File: config.mk
export PLATFORM = sky130hd
export DESIGN_NAME = terminal_input_capture
export DESIGN_NICKNAME = d
export VERILOG_FILES = /design/src/rtl/terminal_input_capture_pkg.sv /design/src/rtl/terminal_capture.sv /design/src/rtl/terminal_input_capture.sv
export SDC_FILE = /design/constraint.sdc
export NUM_CORES = 1
export LEC_CHECK = 0
export CAP_MARGIN = 5
export CORE_MARGIN = 10
export CORE_UTILIZATION = 60
export DETAILED_ROUTE_END_ITERATION = 8
export DONT_BUFFER_PORTS = 1
export PLACE_DENSITY = 0.76
export SYNTH_ARGS = -nofsm -noshare
export SYNTH_HDL_FRONTEND = slang
export SYNTH_SLANG_ARGS = --single-unit
File: constraint.sdc
create_clock -name CLK -period 4.1 [get_ports CLK]
set_clock_uncertainty 0.05 [all_clocks]
set_input_delay 1.23 -clock CLK [delete_from_list [all_inputs] [get_ports CLK]]
set_output_delay 1.23 -clock CLK [all_outputs]
set_load 0.01 [all_outputs]
File: src/rtl/terminal_input_capture_pkg.sv
// rtl/terminal_input_capture_pkg.sv - shared state encodings and idle values for terminal capture
package terminal_input_capture_pkg;

    typedef enum logic [1:0] {
        ST_IDLE     = 2'd0,
        ST_DEBOUNCE = 2'd1,
        ST_HOLD     = 2'd2,
        ST_WAIT_REL = 2'd3
    } cap_state_e;

    localparam logic [1:0] B_IDLE  = 2'b11;
    localparam logic [3:0] HH_IDLE = 4'b0000;

endpackage

File: src/rtl/terminal_capture.sv
// rtl/terminal_capture.sv - one terminal: 2-FF sync, debounce, fixed hold window, release wait
module terminal_capture
    import terminal_input_capture_pkg::*;
#(
    parameter int DEB_CYCLES  = 500000,
    parameter int HOLD_CYCLES = 150000000,
    parameter int CNT_W       = 28
) (
    input  logic       clk_i,
    input  logic       rst_i,
    input  logic [3:0] hh_raw_i,
    input  logic [1:0] b_raw_i,
    output logic [3:0] hh_o,
    output logic [1:0] b_o,
    output logic       valid_o
);

    localparam logic [CNT_W-1:0] DEB_LAST  = CNT_W'(DEB_CYCLES - 1);
    localparam logic [CNT_W-1:0] HOLD_LAST = CNT_W'(HOLD_CYCLES - 1);

    logic [3:0]       hh_s1_q, hh_s2_q;
    logic [1:0]       b_s1_q, b_s2_q;
    cap_state_e       state_q, state_d;
    logic [CNT_W-1:0] cnt_q, cnt_d;
    logic [1:0]       bsnap_q, bsnap_d;
    logic [3:0]       hh_q, hh_d;
    logic [1:0]       b_q, b_d;
    logic             valid_q, valid_d;

    always_ff @(posedge clk_i) begin
        if (rst_i) begin
            hh_s1_q <= HH_IDLE;
            hh_s2_q <= HH_IDLE;
            b_s1_q  <= B_IDLE;
            b_s2_q  <= B_IDLE;
            state_q <= ST_IDLE;
            cnt_q   <= '0;
            bsnap_q <= B_IDLE;
            hh_q    <= HH_IDLE;
            b_q     <= B_IDLE;
            valid_q <= 1'b0;
        end else begin
            hh_s1_q <= hh_raw_i;
            hh_s2_q <= hh_s1_q;
            b_s1_q  <= b_raw_i;
            b_s2_q  <= b_s1_q;
            state_q <= state_d;
            cnt_q   <= cnt_d;
            bsnap_q <= bsnap_d;
            hh_q    <= hh_d;
            b_q     <= b_d;
            valid_q <= valid_d;
        end
    end

    // Only a change away from the snapshot aborts debounce, so 2'b00 is a legal capture.
    always_comb begin
        state_d = state_q;
        cnt_d   = cnt_q;
        bsnap_d = bsnap_q;
        hh_d    = hh_q;
        b_d     = b_q;
        valid_d = valid_q;
        case (state_q)
            ST_IDLE: begin
                if (b_s2_q != B_IDLE) begin
                    bsnap_d = b_s2_q;
                    cnt_d   = '0;
                    state_d = ST_DEBOUNCE;
                end
            end
            ST_DEBOUNCE: begin
                if (b_s2_q != bsnap_q) begin
                    state_d = ST_IDLE;
                end else if (cnt_q == DEB_LAST) begin
                    hh_d    = hh_s2_q;
                    b_d     = bsnap_q;
                    valid_d = 1'b1;
                    cnt_d   = '0;
                    state_d = ST_HOLD;
                end else begin
                    cnt_d = cnt_q + CNT_W'(1);
                end
            end
            ST_HOLD: begin
                if (cnt_q == HOLD_LAST) begin
                    hh_d    = HH_IDLE;
                    b_d     = B_IDLE;
                    valid_d = 1'b0;
                    cnt_d   = '0;
                    state_d = ST_WAIT_REL;
                end else begin
                    cnt_d = cnt_q + CNT_W'(1);
                end
            end
            ST_WAIT_REL: begin
                if (b_s2_q != B_IDLE) begin
                    cnt_d = '0;
                end else if (cnt_q == DEB_LAST) begin
                    cnt_d   = '0;
                    state_d = ST_IDLE;
                end else begin
                    cnt_d = cnt_q + CNT_W'(1);
                end
            end
            default: state_d = ST_IDLE;
        endcase
    end

    assign hh_o    = hh_q;
    assign b_o     = b_q;
    assign valid_o = valid_q;

endmodule

File: src/rtl/terminal_input_capture.sv
// rtl/terminal_input_capture.sv - two independent terminal capture channels feeding the core
module terminal_input_capture
    import terminal_input_capture_pkg::*;
#(
    parameter int DEB_CYCLES  = 500000,
    parameter int HOLD_CYCLES = 150000000,
    parameter int CNT_W       = 28
) (
    input  logic       CLK,
    input  logic       RST,
    input  logic [3:0] HH0_IN,
    input  logic [3:0] HH1_IN,
    input  logic [1:0] B0_IN,
    input  logic [1:0] B1_IN,
    output logic [3:0] HH0,
    output logic [3:0] HH1,
    output logic [1:0] B0,
    output logic [1:0] B1,
    output logic       VALID0,
    output logic       VALID1
);

    terminal_capture #(
        .DEB_CYCLES (DEB_CYCLES),
        .HOLD_CYCLES(HOLD_CYCLES),
        .CNT_W      (CNT_W)
    ) u_term0 (
        .clk_i   (CLK),
        .rst_i   (RST),
        .hh_raw_i(HH0_IN),
        .b_raw_i (B0_IN),
        .hh_o    (HH0),
        .b_o     (B0),
        .valid_o (VALID0)
    );

    terminal_capture #(
        .DEB_CYCLES (DEB_CYCLES),
        .HOLD_CYCLES(HOLD_CYCLES),
        .CNT_W      (CNT_W)
    ) u_term1 (
        .clk_i   (CLK),
        .rst_i   (RST),
        .hh_raw_i(HH1_IN),
        .b_raw_i (B1_IN),
        .hh_o    (HH1),
        .b_o     (B1),
        .valid_o (VALID1)
    );

endmodule

==> results.md, run 1 <==
* Post-CTS setup buffer count at 0
* Static leakage at around 1.8 nW
* Setup TNS Final at 0 ps
* Final Core Density at 63.6%
* NetSw at approximately 0.00046 W
* Worst-Margin Slew at ~740 ps
* Via count at between 4000 and 5000
* Pins Over Slew Limit at 0
* Die Ht at around 110 um
* CP Cell Sequence: ha_1 > nand3_1 > or2_1 > or4_4 > a32oi_4 > buf_4 > o31ai_1 > mux2_2
* Final period utilization at 67.0%
* WL/cell at 15.6 um
* Post-synthesis sequential area ratio at approximately two fifths
* Layout area overhead at 3.98%
* CP max FO at 20
* Fmax at 0.364 GHz
* VDD IR max at 0.000260 V
* Slew margin rel. at slightly above 50%
* I/O Buffers at 0
* Sw frac at 26.3%
* Cts hold-fix bufs at 0
* GRT Total Usage at 16.4%
* DRT Wirelength at 10.6 mm
* Synth Warn # at 0
* Final worst path period need at 2750 ps
* Io pins at 28
* Vias per std cell at about 6.2
* Fill cells at 717
* Multi-input gate area at approximately 2800 um2
* Crit start category: flip-flop
* Hold Fails Final Rpt at 0
* H-tree levels at 3
* Placed cells at 663
* Post-route ant nets at 0
* # setup viols final at 0
* Crit path buf inv count at 1
* #FFs+latches synth at 102
* Worst hold path type: flip-flop to flip-flop
* Required @ worst endpoint at about 4300 ps
* Row count at 33
* Clock Latency Late Sink at 370 ps
* Share of layout cells above drive strength 1 at between 8 and 9%
* DRC viols at 0
* Initial antenna violation count at 0
* Max cap viols at 0
* Largest net degree at the start of global routing at 101
* Register area at 2040 um2
* CORE AREA at between 8000 and 9000 um2
* Die Wd at 111 um
* Synth unique cells at 62
* Syn Nets at 601
* Power, Total at 0.00176 W
* Synth Cell Area at approximately 5000 um2
* Worst setup EP type: flip-flop
* CP max stage delay at ~520 ps
* CTS max path bufs at 2
* Num CTS Buffers at 9
* Starting Density at just over 60%
* CTS tree: built
* # diodes at 0
* Mapped Cells at 585
* Worst reg-to-reg setup slack at 1350 ps
* Data arrival, critical path at 2950 ps
* Pwr dens at ~340 nW/um2
* Clk pin slew, worst setup/hold paths at 100 ps
* Total Die Area at 12400 um2
* Number of nets in the final layout at 585
* Sequential power share at between 50 and 60%
* Final Non-Filler Cells at ~680
* Status: finished, final reports clean
* Combinational share of power at slightly below 7%
* Slowest CP cell: or4_4
* Gates resized, CTS repair at 0
* TritonRoute pass-1 iters at 7
* Post-synth ARST share at 0%
* Post-synth EDFFs at 0
* Clock root buffer: clkbuf_8
* Pint at 0.00130 W
* Crit Path Class: flip-flop to flip-flop
* Final HPWL DP at about 7.3 mm
* Number of global-route vias before repair at slightly below 4000
* RSZ-0062 raised after global routing: no
* CP delay by family, top: simple AND/OR/NAND/NOR gates
* First-pass GRT wire length at 17.9 mm
* Commonest register cell after synthesis: dfxtp_1
* DRT iter0 DRCs at about 340
* Clock power frac at 34.3%
* Gpl congestion at 0.879
* Total congestion overflow at 0
* Syn Area/Cell at 8.55 um2
* TritonCTS sink count at 102
[synth_stat cells, drive strengths merged (11+ instances only)]
cell	n	area, um2
a21oi	24	120
nand3	35	175
nor2b	27	169
dfxtp	102	2040
a21o	11	82.6
nor4	15	100
nor3	23	115
o31ai	11	82.6
nor4b	11	96.3
nor2	62	233
clkbuf	22	85.1
xnor2	14	123
nand4	17	121
nand2	49	184
[flip-flops by register name, summed over array words and instances, names as in the netlist, 2 cells and up, named ones only]
register and flops:
u_term1.b_o 2, u_term1.bsnap_q 2, u_term0.bsnap_q 2, u_term0.hh_s2_q 4, u_term1.b_s1_q 2, u_term0.b_s1_q 2
u_term1.hh_o 4, u_term0.b_o 2, u_term0.hh_o 4, u_term0.b_s2_q 2, u_term1.cnt_q 28, u_term1.hh_s2_q 4
u_term1.hh_s1_q 4, u_term0.hh_s1_q 4, u_term1.b_s2_q 2, u_term0.cnt_q 28
[cell usage in the layout (no fill, tap or decap), types with 3 or more instances in the layout]
cell type	count
a211oi_1	3
and4_1	6
a21o_1	11
o21a_1	7
or2_2	9
and2_1	4
clkbuf_8	9
a211o_1	3
inv_1	5
nor3_1	23
o21ai_0	9
and3_1	10
o311ai_0	8
nor3b_1	7
nand4_1	16
xnor2_1	14
or3_1	4
dfxtp_1	102
a31oi_1	3
a21oi_1	24
clkinv_4	3
nand2b_1	10
nand3_1	35
or4b_2	3
buf_4	4
o21bai_1	8
a31o_2	7
nor2_1	62
o41ai_1	6
xor2_1	9
nor4b_1	11
or4_4	3
o31ai_1	11
nor2b_1	27
nand2_1	49
a22o_1	3
nor4_1	14
[power by group through the flow]
stage                     registers (W)  clock network (W)  logic, W
after floorplan                 0.00105                  0  0.000121
after global placement          0.00106                  0  0.000117
after detailed placement        0.00106                  0  0.000120
after CTS                       0.00103           0.000617  0.000121
after global routing            0.00104           0.000651  0.000135
final                           0.00104           0.000603  0.000121
[path summary, 6_finish.rpt]
check	from	end	depth (start not counted)
min reg2reg	u_term0.b_s1_q[1]	u_term0.b_s2_q[1]	1
max	u_term1.cnt_q[0]	u_term1.cnt_q[22]	8
max reg2reg	u_term1.cnt_q[0]	u_term1.cnt_q[22]	8
min	u_term0.b_s1_q[1]	u_term0.b_s2_q[1]	1
[metrics by stage]
step | instance area, um2 | setup slack, ps | hold slack, ps
3_5_place_dp | 5010 | 1380 | 342
6_report | 5200 | 1350 | 359
3_3_place_gp | 5010 | 1470 | 342
4_1_cts | 5200 | 1360 | 362
2_1_floorplan | 5000 | 1520 | 339
5_1_grt | 5200 | 1100 | 378
[kinds of logic (layout without fill, tap and decap cells)]
kind of cell / count (synthesis) / after routing / share of synthesized area, %
AND/OR/NAND/NOR: 304 / 304 / 33.5
AO/OA/AOI/OAI: 117 / 117 / 17.5
flip-flops: 102 / 102 / 40.8
buffers and inverters: 36 / 25 / 3.40
XOR/XNOR: 23 / 23 / 4.03
adder cells (fa/ha/maj): 2 / 2 / 0.500
multiplexers: 1 / 1 / 0.225
[metal layers]
layer	vias up	share of wire, %	global-route usage, %
li1	2117	-	-
met1	1983	45	20.3
met2	81	50	28.1
met3	16	3.3	3.68
met4	0	1.3	4.20
met5	-	0	0
[worst reg2reg max path: stages, from the launching register on]
cell and delay, ps:
dfxtp_1 390, ha_1 230, nand3_1 120, or2_1 290, or4_4 520, a32oi_4 340
buf_4 310, o31ai_1 110, mux2_2 290
[layout make-up]
cell class | instances | share of cell area (%)
clock inverter | 7 | 1.25
inverter | 5 | 0.361
timing repair buffer | 4 | 0.578
sequential | 102 | 39.3
multi-input combinational | 447 | 53.6
clock buffer | 9 | 2.38
tap | 105 | 2.53
No activity file was read; power rests on OpenSTA's default activity.
==> run 2: changes to the inputs <==
CORE_UTILIZATION = 57   (was 60)
PLACE_DENSITY = 0.75   (was 0.76)
clock period = 2.45 ns   (was 4.1 ns; I/O delays follow)
==> run 2 against run 1 <==
Core utilization increased by 2.3 points. Sequential share of layout area decreased by 3.3 points. Combinational power increased by 110%. Non-clock buffer count increased by 46. Hold slack improved by 9.3 ps. Final area increased by 9.4%. Wire length increased by 9.0%. Via count increased by 6.0%. Clock power increased by 89%. Critical path type unchanged. Die area increased by 4.3%. Cell count increased by 7.2%. Sequential power increased by 66%. Largest power group unchanged.
==> results.md, run 2 (synthesis results as in run 1) <==
* Status: finished, final reports clean
* Final worst path period need at 2410 ps (-333 ps)
* TritonRoute pass-1 iters at 5 (-2)
* Clock root buffer: clkbuf_8
* Worst-Margin Slew at 731 ps (-6.19 ps)
* DRT iter0 DRCs at 363 (+7.7%)
* Via count at 4450 (+6.0%)
* Hold Fails Final Rpt at 0 (unchanged)
* Pwr dens at 549 nW/um2 (+62%)
* Most common cell after layout, fill and taps aside: dfxtp_1
* TritonCTS sink count at 102 (unchanged)
* Number of global-route vias before repair at 3967 (+2.1%)
* GRT Total Usage at 16.7% (+0.28 points)
* Num CTS Buffers at 9 (unchanged)
* Total Die Area at 12900 um2 (+4.3%)
* Number of nets in the final layout at 631 (+7.9%)
* Crit Path Class: flip-flop to flip-flop
* Placed instance area at 5310 um2 (+6.0%)
* Starting Density at 57.9% (-3.3 points)
* Register area at 2050 um2 (+0.31%)
* Post-route ant nets at 0 (unchanged)
* I/O Buffers at 0 (unchanged)
* WL/cell at 15.8 um (+1.7%)
* Final period utilization at 98.5% (+31 points)
* Pins Over Slew Limit at 0 (unchanged)
* Row count at 34 (+3.0%)
* Io pins at 28 (unchanged)
* Largest regs: u_term0.cnt_q: 28 flops, u_term1.cnt_q: 28 flops
* Hold path depth at 1 (unchanged)
* Clk pin slew, worst setup/hold paths at 100 ps (about the same)
* CORE AREA at 8640 um2 (+5.6%)
* Worst r2r path cells at 9 (+1)
* Static leakage at 2.02 nW (+15%)
* DRC viols at 0 (unchanged)
* Fin area at 5690 um2 (+9.4%)
* Crit start category: flip-flop
* First-pass GRT wire length at 18.5 mm (+3.2%)
* Multi-input gate area at 2860 um2 (+2.7%)
* CTS max path bufs at 2 (unchanged)
* Die Wd at 114 um (+2.1%)
* VDD IR max at 0.000339 V (+30%)
* Required @ worst endpoint at 2660 ps (-1650 ps)
* Initial antenna violation count at 0 (unchanged)
* CTS tree: built
* Worst setup EP type: flip-flop
* Max cap viols at 0 (unchanged)
* Slew margin rel. at 50.9% (+0.42 points)
* Clock Latency Late Sink at 370 ps (about the same)
* Fmax at 0.415 GHz (+14%)
* Fill cells at 724 (+0.98%)
* Vias per std cell at 6.11 (-1.1%)
* H-tree levels at 3 (unchanged)
* Pre-CTS setup slack at -24.2 ps (-1400 ps)
* Worst hold path type: flip-flop to flip-flop
* Total congestion overflow at 0 (unchanged)
* Share of layout cells above drive strength 1 at 17.3% (+8.7 points)
* Layout area overhead at 13.8%
* DRT Wirelength at 11.5 mm (+9.0%)
* Final HPWL DP at 7.84 mm (+7.1%)
* Gpl congestion at 0.853 (-2.9%)
* # diodes at 0 (unchanged)
* Power, Total at 0.00312 W (+78%)
* # setup viols final at 0 (unchanged)
* Slack of the critical path at 37.7 ps (-1320 ps)
* Most frequent cells in the layout: dfxtp_1, nor2_1, nand2_1, buf_4, nand3_1
* CP max FO at 5 (-75%)
* Data arrival, critical path at 2620 ps (-330 ps)
* Cts hold-fix bufs at 0 (unchanged)
* Largest net degree at the start of global routing at 101 (unchanged)
* Die Ht at 114 um (+2.1%)
[run 2: cell count changes in the layout (fill, tap and decap cells not counted), sizes merged]
| cell | change |
|---|---|
| buf | +46 |
| clkinv | -2 |
| bufinv | +1 |
| clkbuf | +1 |
[run 2: area by class of cell]
class / instances / share of cell area (%)
inverters: 5 / 0.330
multi-input cells: 447 / 50.3
clock buffers: 10 / 2.42
flip-flops and latches: 102 / 36.0
repair buffers: 50 / 7.22
clock inverters: 6 / 1.32
well taps: 108 / 2.38
[run 2: final timing paths]
| kind | slack [ps] | endpoint | from |
|---|---|---|---|
| worst max-delay path | 40 | u_term1.cnt_q[22] | u_term1.cnt_q[13] |
| worst min-delay path | 370 | u_term1.b_s2_q[0] | u_term1.b_s1_q[0] |
| worst max register to register | 40 | u_term1.cnt_q[22] | u_term1.cnt_q[13] |
| worst min register to register | 370 | u_term1.b_s2_q[0] | u_term1.b_s1_q[0] |
[run 2: repair_timing]
item                       in CTS  in global routing
setup endpoints to repair      20                 48
gates resized for setup         4                 20
buffers inserted                2                  5
cloned                          0                  1
pin swaps                       1                  6
hold endpoints to repair        0                  0
[run 2: layer usage]
metal | up-vias | GRT usage (%) | wire length, um
met2 | 99 | 28.8 | 5820
met5 | - | 0 | 0
met1 | 2128 | 20.3 | 5180
met4 | 0 | 5.92 | 126
li1 | 2211 | - | -
met3 | 12 | 3.15 | 402
[run 2: critical path: stages (launching register included)]
cell and delay (ps):
dfxtp_1 360, buf_4 140, nor4bb_4 240, nand4_1 180
or3_4 420, a32oi_4 290, buf_6 170, buf_6 100
o31ai_1 70, mux2_4 290
[run 2: power breakdown]
| group | total (W) | internal (W) | switching (W) |
|---|---|---|---|
| Clock | 0.00114 | 0.000517 | 0.000620 |
| Combinational | 0.000257 | 0.000119 | 0.000138 |
| Sequential | 0.00173 | 0.00169 | 0.0000357 |
| Total | 0.00312 | 0.00233 | 0.000794 |
[run 2: metrics by stage]
stage / util (%) / TNS [ps] / std cells / hold slack, ps
after detailed placement: 61.5 / -176 / 704 / 344
final: 65.9 / 0 / 728 / 368
after CTS: 64.3 / 0 / 722 / 360
after global placement: 61.5 / 0 / 704 / 341
after floorplan: - / 0 / 585 / 339
after global routing: 65.9 / -35.6 / 728 / 358
==> run 3: changes to the inputs <==
CORE_MARGIN = unset   (was 10)
CTS_CLUSTER_DIAMETER = 60   (was unset)
==> run 3 against run 2 <==
The run now ends with negative setup slack left. Hold slack improved by 1.6 ps. Final area rose by 0.48%. Fmax fell by 2.7%. First-iteration DRC count fell by 35%. Clock power fell by 4%. Sequential share of layout area fell by 0.086 points. Highest routed layer unchanged.
==> results.md, run 3 (synthesis results as in run 1) <==
* CP max FO at 9 (+4)
* Max cap viols at 0 (unchanged)
* Fill cells at 664 (-8.3%)
* Die Ht at 95.7 um (-16%)
* Status: complete, but fails checks
* Pre-CTS setup slack at 2.72 ps (+26.9 ps)
* Final Non-Filler Cells at 722 (-0.82%)
* CTS tree: built
* Number of global-route vias before repair at 4012 (+1.1%)
* Final HPWL DP at 7.48 mm (-4.6%)
* Fmax at 0.403 GHz (-2.7%)
* Worst setup EP type: flip-flop
* Slew margin rel. at 46.7% (-4.2 points)
* Crit Path Class: flip-flop to flip-flop
* TritonCTS sink count at 102 (unchanged)
* CP Cell Sequence: nor4b_2 > nand4b_1 > or4_4 > a32oi_4 > buf_12 > buf_4 > o311ai_0 > o21a_1
* Final period utilization at 101% (+2.8 points)
* Placed cells at 700 (-0.57%)
* Post-route ant nets at 0 (unchanged)
* CP delay by family, top: simple AND/OR/NAND/NOR gates
* VDD IR max at 0.000346 V (+2.0%)
* CP max stage delay at 590 ps (+170 ps)
* Required @ worst endpoint at 2690 ps (+30 ps)
* Share of layout cells above drive strength 1 at 18.0% (+0.73 points)
* Worst-Margin Slew at 799 ps (+68.2 ps)
* Most frequent cells in the layout: dfxtp_1, nor2_1, nand2_1, buf_4, nand3_1
* Crit start category: flip-flop
* DRT Wirelength at 11.2 mm (-2.6%)
* Final worst path period need at 2480 ps (+68.1 ps)
* CTS max path bufs at 2 (unchanged)
* Clock Latency Late Sink at 380 ps (about the same)
* GRT Total Usage at 24.9% (+8.2 points)
* Data arrival, critical path at 2720 ps (+100 ps)
* CORE AREA at 8340 um2 (-3.4%)
* Initial antenna violation count at 0 (unchanged)
* Row count at 33 (-2.9%)
* Crit path buf inv count at 2 (-1)
* Num CTS Buffers at 9 (unchanged)
* Worst hold path type: flip-flop to flip-flop
* Via count at 4441 (-0.20%)
* Slack of the critical path at -30.5 ps (-68.1 ps)
* DRT iter0 DRCs at 236 (-35%)
* Slowest CP cell: or4_4
* First-pass GRT wire length at 18.1 mm (-1.9%)
* Largest net degree at the start of global routing at 101 (unchanged)
* H-tree levels at 3 (unchanged)
* Multi-input gate area at 2880 um2 (+0.44%)
* # setup viols final at 8 (+8)
* Clk pin slew, worst setup/hold paths at 120 ps (+20 ps)
* Io pins at 28 (unchanged)
* Layout area overhead at 14.3%
* Register area at 2050 um2 (+0.24%)
* TritonRoute pass-1 iters at 5 (unchanged)
* Cts hold-fix bufs at 0 (unchanged)
* Setup TNS Final at -121 ps (-121 ps)
* Total congestion overflow at 0 (unchanged)
* Pwr dens at 541 nW/um2 (-1.5%)
* Pins Over Slew Limit at 0 (unchanged)
* WHS at 369 ps (+1.56 ps)
* Hold Fails Final Rpt at 0 (unchanged)
* Starting Density at 59.9% (+2.0 points)
* I/O Buffers at 0 (unchanged)
* Gpl congestion at 0.920 (+7.8%)
* DRC viols at 0 (unchanged)
* Total Die Area at 9150 um2 (-29%)
* Clock root buffer: clkbuf_8
* Most common cell after layout, fill and taps aside: dfxtp_1
* Die Wd at 95.7 um (-16%)
* Largest regs: u_term0.cnt_q: 28 flops, u_term1.cnt_q: 28 flops
* WL/cell at 15.6 um (-1.8%)
* # diodes at 0 (unchanged)
* Vias per std cell at 6.15 (+0.63%)
* RSZ-0062 raised after global routing: yes
* Failing checks: negative setup slack
* Static leakage at 2.02 nW (+0.27%)
* Number of nets in the final layout at 628 (-0.48%)
## run 3: final timing paths
| path | endpoint | cells after the start | from | slack (ps) |
|---|---|---|---|---|
| hold reg to reg | u_term0.b_s2_q[1] | 1 | u_term0.b_s1_q[1] | 370 |
| setup reg to reg | u_term1.cnt_q[16] | 8 | u_term1.cnt_q[13] | -30 |
| hold / removal | u_term0.b_s2_q[1] | 1 | u_term0.b_s1_q[1] | 370 |
| setup / recovery | u_term1.cnt_q[16] | 8 | u_term1.cnt_q[13] | -30 |
## run 3: per-layer routing
| metal | share of wire (%) | global-route usage (%) |
|---|---|---|
| met5 | 0 | 0 |
| met4 | 2.2 | 7.84 |
| met1 | 43 | 31.0 |
| met2 | 50 | 42.6 |
| met3 | 4.9 | 5.50 |
## run 3: report_power, final
| part | leakage, nW | internal, W | switching, W |
|---|---|---|---|
| Sequential | 0.831 | 0.00169 | 0.0000363 |
| Combinational | 1.09 | 0.000131 | 0.000142 |
| Clock | 0.107 | 0.000417 | 0.000671 |
| Total | 2.02 | 0.00224 | 0.000849 |
## run 3: layout make-up
cell class / count / area share, %
multi-input cells: 447 / 50.3
inverters: 5 / 0.328
repair buffers: 47 / 7.42
clock inverters: 7 / 1.55
flip-flops and latches: 102 / 35.9
well taps: 105 / 2.30
clock buffers: 9 / 2.17
## run 3: repair_timing
item	in CTS	in global routing
gates resized for setup	1	24
pin swaps	3	6
buffers inserted	2	3
setup endpoints to repair	3	48
gates cloned	0	1
## run 3: stage by stage
stage	instance area, um2	total power [W]	util, %
global placement	5330	0.00200	63.8
global route	5720	0.00321	68.5
CTS	5560	0.00309	66.6
floorplan	5000	0.00195	-
finish	5720	0.00309	68.5
detailed placement	5330	0.00201	63.8
==> patch, RTL diff (flow settings as in run 3) <==
Encoding of `cap_state_e`: now Gray code (2 bits for 4 states).
--- a/src/rtl/terminal_input_capture_pkg.sv
+++ b/src/rtl/terminal_input_capture_pkg.sv
@@ -4,6 +4,6 @@
     typedef enum logic [1:0] {
-        ST_IDLE     = 2'd0,
-        ST_DEBOUNCE = 2'd1,
-        ST_HOLD     = 2'd2,
-        ST_WAIT_REL = 2'd3
+        ST_IDLE     = 2'b00,
+        ST_DEBOUNCE = 2'b01,
+        ST_HOLD     = 2'b11,
+        ST_WAIT_REL = 2'b10
     } cap_state_e;
Formal check against the unedited RTL: same outputs for any inputs over 10 cycles, from zero or initial values and one cycle with RST high; not proved beyond that.
==> patch against run 3 <==
- the run still ends with setup timing left
- fmax decreased by 1.9%
- global-route usage increased by 0.72 points
- power decreased by 4.5%
- worst setup slack got worse by 47 ps
- synthesized area decreased by 5.3%
- sequential share of layout area increased by 1.1 points
- routed wire length decreased by 4.9%
- combinational power decreased by 16%
- final area decreased by 3.4%
- sequential cell count unchanged
==> patch: results (changes against run 3) <==
status: "finished, violations left"
violations: "setup timing"
worst_slack_ps: -77.96  # -47.48 ps
synth_fa_ha_area_frac: 0.005283  # +0.0002776
rr_worst_depth: 7  # -1
clk_pin_slew_ps: 100  # -20 ps
cts.repair.resized: 7  # +6
numPortBuffers: 0  # unchanged
cts_buffer_depth: 2  # unchanged
synthArstFlopShare: 0  # unchanged
vdd_drop_max_mv: 0.2383  # -31%
p_sw_frac: 0.2560  # -0.01873
setup_tns_ps: -698.9  # -578.2 ps
grt_pass1_wl_um: 17760  # -1.9%
grt_max_degree: 49  # -51%
cts-buffers-inserted: 9  # unchanged
crit_path_end: "u_term1.cnt_q[25]"
syn_nets: 556  # -7.5%
netlist_instances: 540  # -7.7%
fillers: 597  # -10%
crit_slowest_cell: "or4b_4"
start_kind: "flop"
synth_compound_area_frac: 0.1772  # +0.001806
synth_top_family_by_area: "simple AND/OR/NAND/NOR gates"
muxShareOfSynthArea: 0.01294  # +0.01069
dp.cells: 673  # -3.9%
gp_congestion: 0.8916  # -3.1%
cp_max_fo: 5  # -4
synth_xor_area_frac: 0.05177  # +0.01148
biggestRegsByFlops: "u_term0.cnt_q: 28 flops, u_term1.cnt_q: 28 flops"
holdPathStages: 1  # unchanged
arrival_ps: 2740  # +20 ps
finalSetupViolCount: 23  # +15
hold_path_startpoint: "u_term1.b_s1_q[1]"
first_pass_iters: 5  # unchanged
synthTopCellsByArea: "dfxtp_1 (43%), nand3_1 (5.0%), xor2_1 (4.3%)"
hold_end: "u_term1.b_s2_q[1]"
grt_pass1_vias: 3886  # -3.1%
p_leak_nw: 2.036  # +0.63%
antenna_found_initial: 0  # unchanged
hpwl_um: 7241  # -3.3%
num_vias: 4167  # -6.2%
wl_per_cell_um: 15.39  # -1.0%
worst-slew-pin-transition_ps: 826.0  # +26.87 ps
vias_per_cell: 6.004  # -2.4%
timing.critical_path.slowest_cell_delay_ps: 540  # -50 ps
dr.first_iter.drc_count: 246  # +4.2%
r2r-start: "u_term1.cnt_q[11]"
cts_setup_buffers: 3  # +1
gr-usage-all-layers: 0.2563  # +0.007223
synthTopCellsByCount: "dfxtp_1 (102), nand3_1 (47), nor2_1 (47), nand2_1 (44), xor2_1 (23)"
dpl_worst_slack_ps: -120.2  # -122.9 ps
seq_area_frac_synth: 0.4311  # +0.02265
fin_nets: 603  # -4.0%
area_growth_pct: 16.53
whs_ps: 366.8  # -2.549 ps
placed_area_um2: 5165  # -3.0%
layout-drive-gt1-share: 0.1858  # +0.005908
## patch: metal layers
metal  GRT usage  routed length (µm)  up-vias
met5           0                   0        -
met4      0.1013                 173        0
li1            -                   -     2071
met3     0.04146                 370       15
met2      0.4038                4897       88
met1      0.3505                5242     1993
## patch: layout make-up
class                           instances  area share
Sequential cell                       102      0.3701
Clock inverter                          6    0.009293
Timing Repair Buffer                   53     0.07502
Multi-Input combinational cell        410      0.4900
Inverter                               11    0.007480
Tap cell                              102     0.02312
Clock buffer                           10     0.02493
## patch: power groups by stage
| stage | Combinational (W) | Sequential (W) | Clock, W |
|---|---|---|---|
| finish | 0.000229 | 0.00171 | 0.00101 |
| global route | 0.000250 | 0.00171 | 0.00111 |
| CTS | 0.000221 | 0.00171 | 0.00103 |
| detailed placement | 0.000211 | 0.00174 | 0 |
| global placement | 0.000206 | 0.00174 | 0 |
| floorplan | 0.000162 | 0.00173 | 0 |
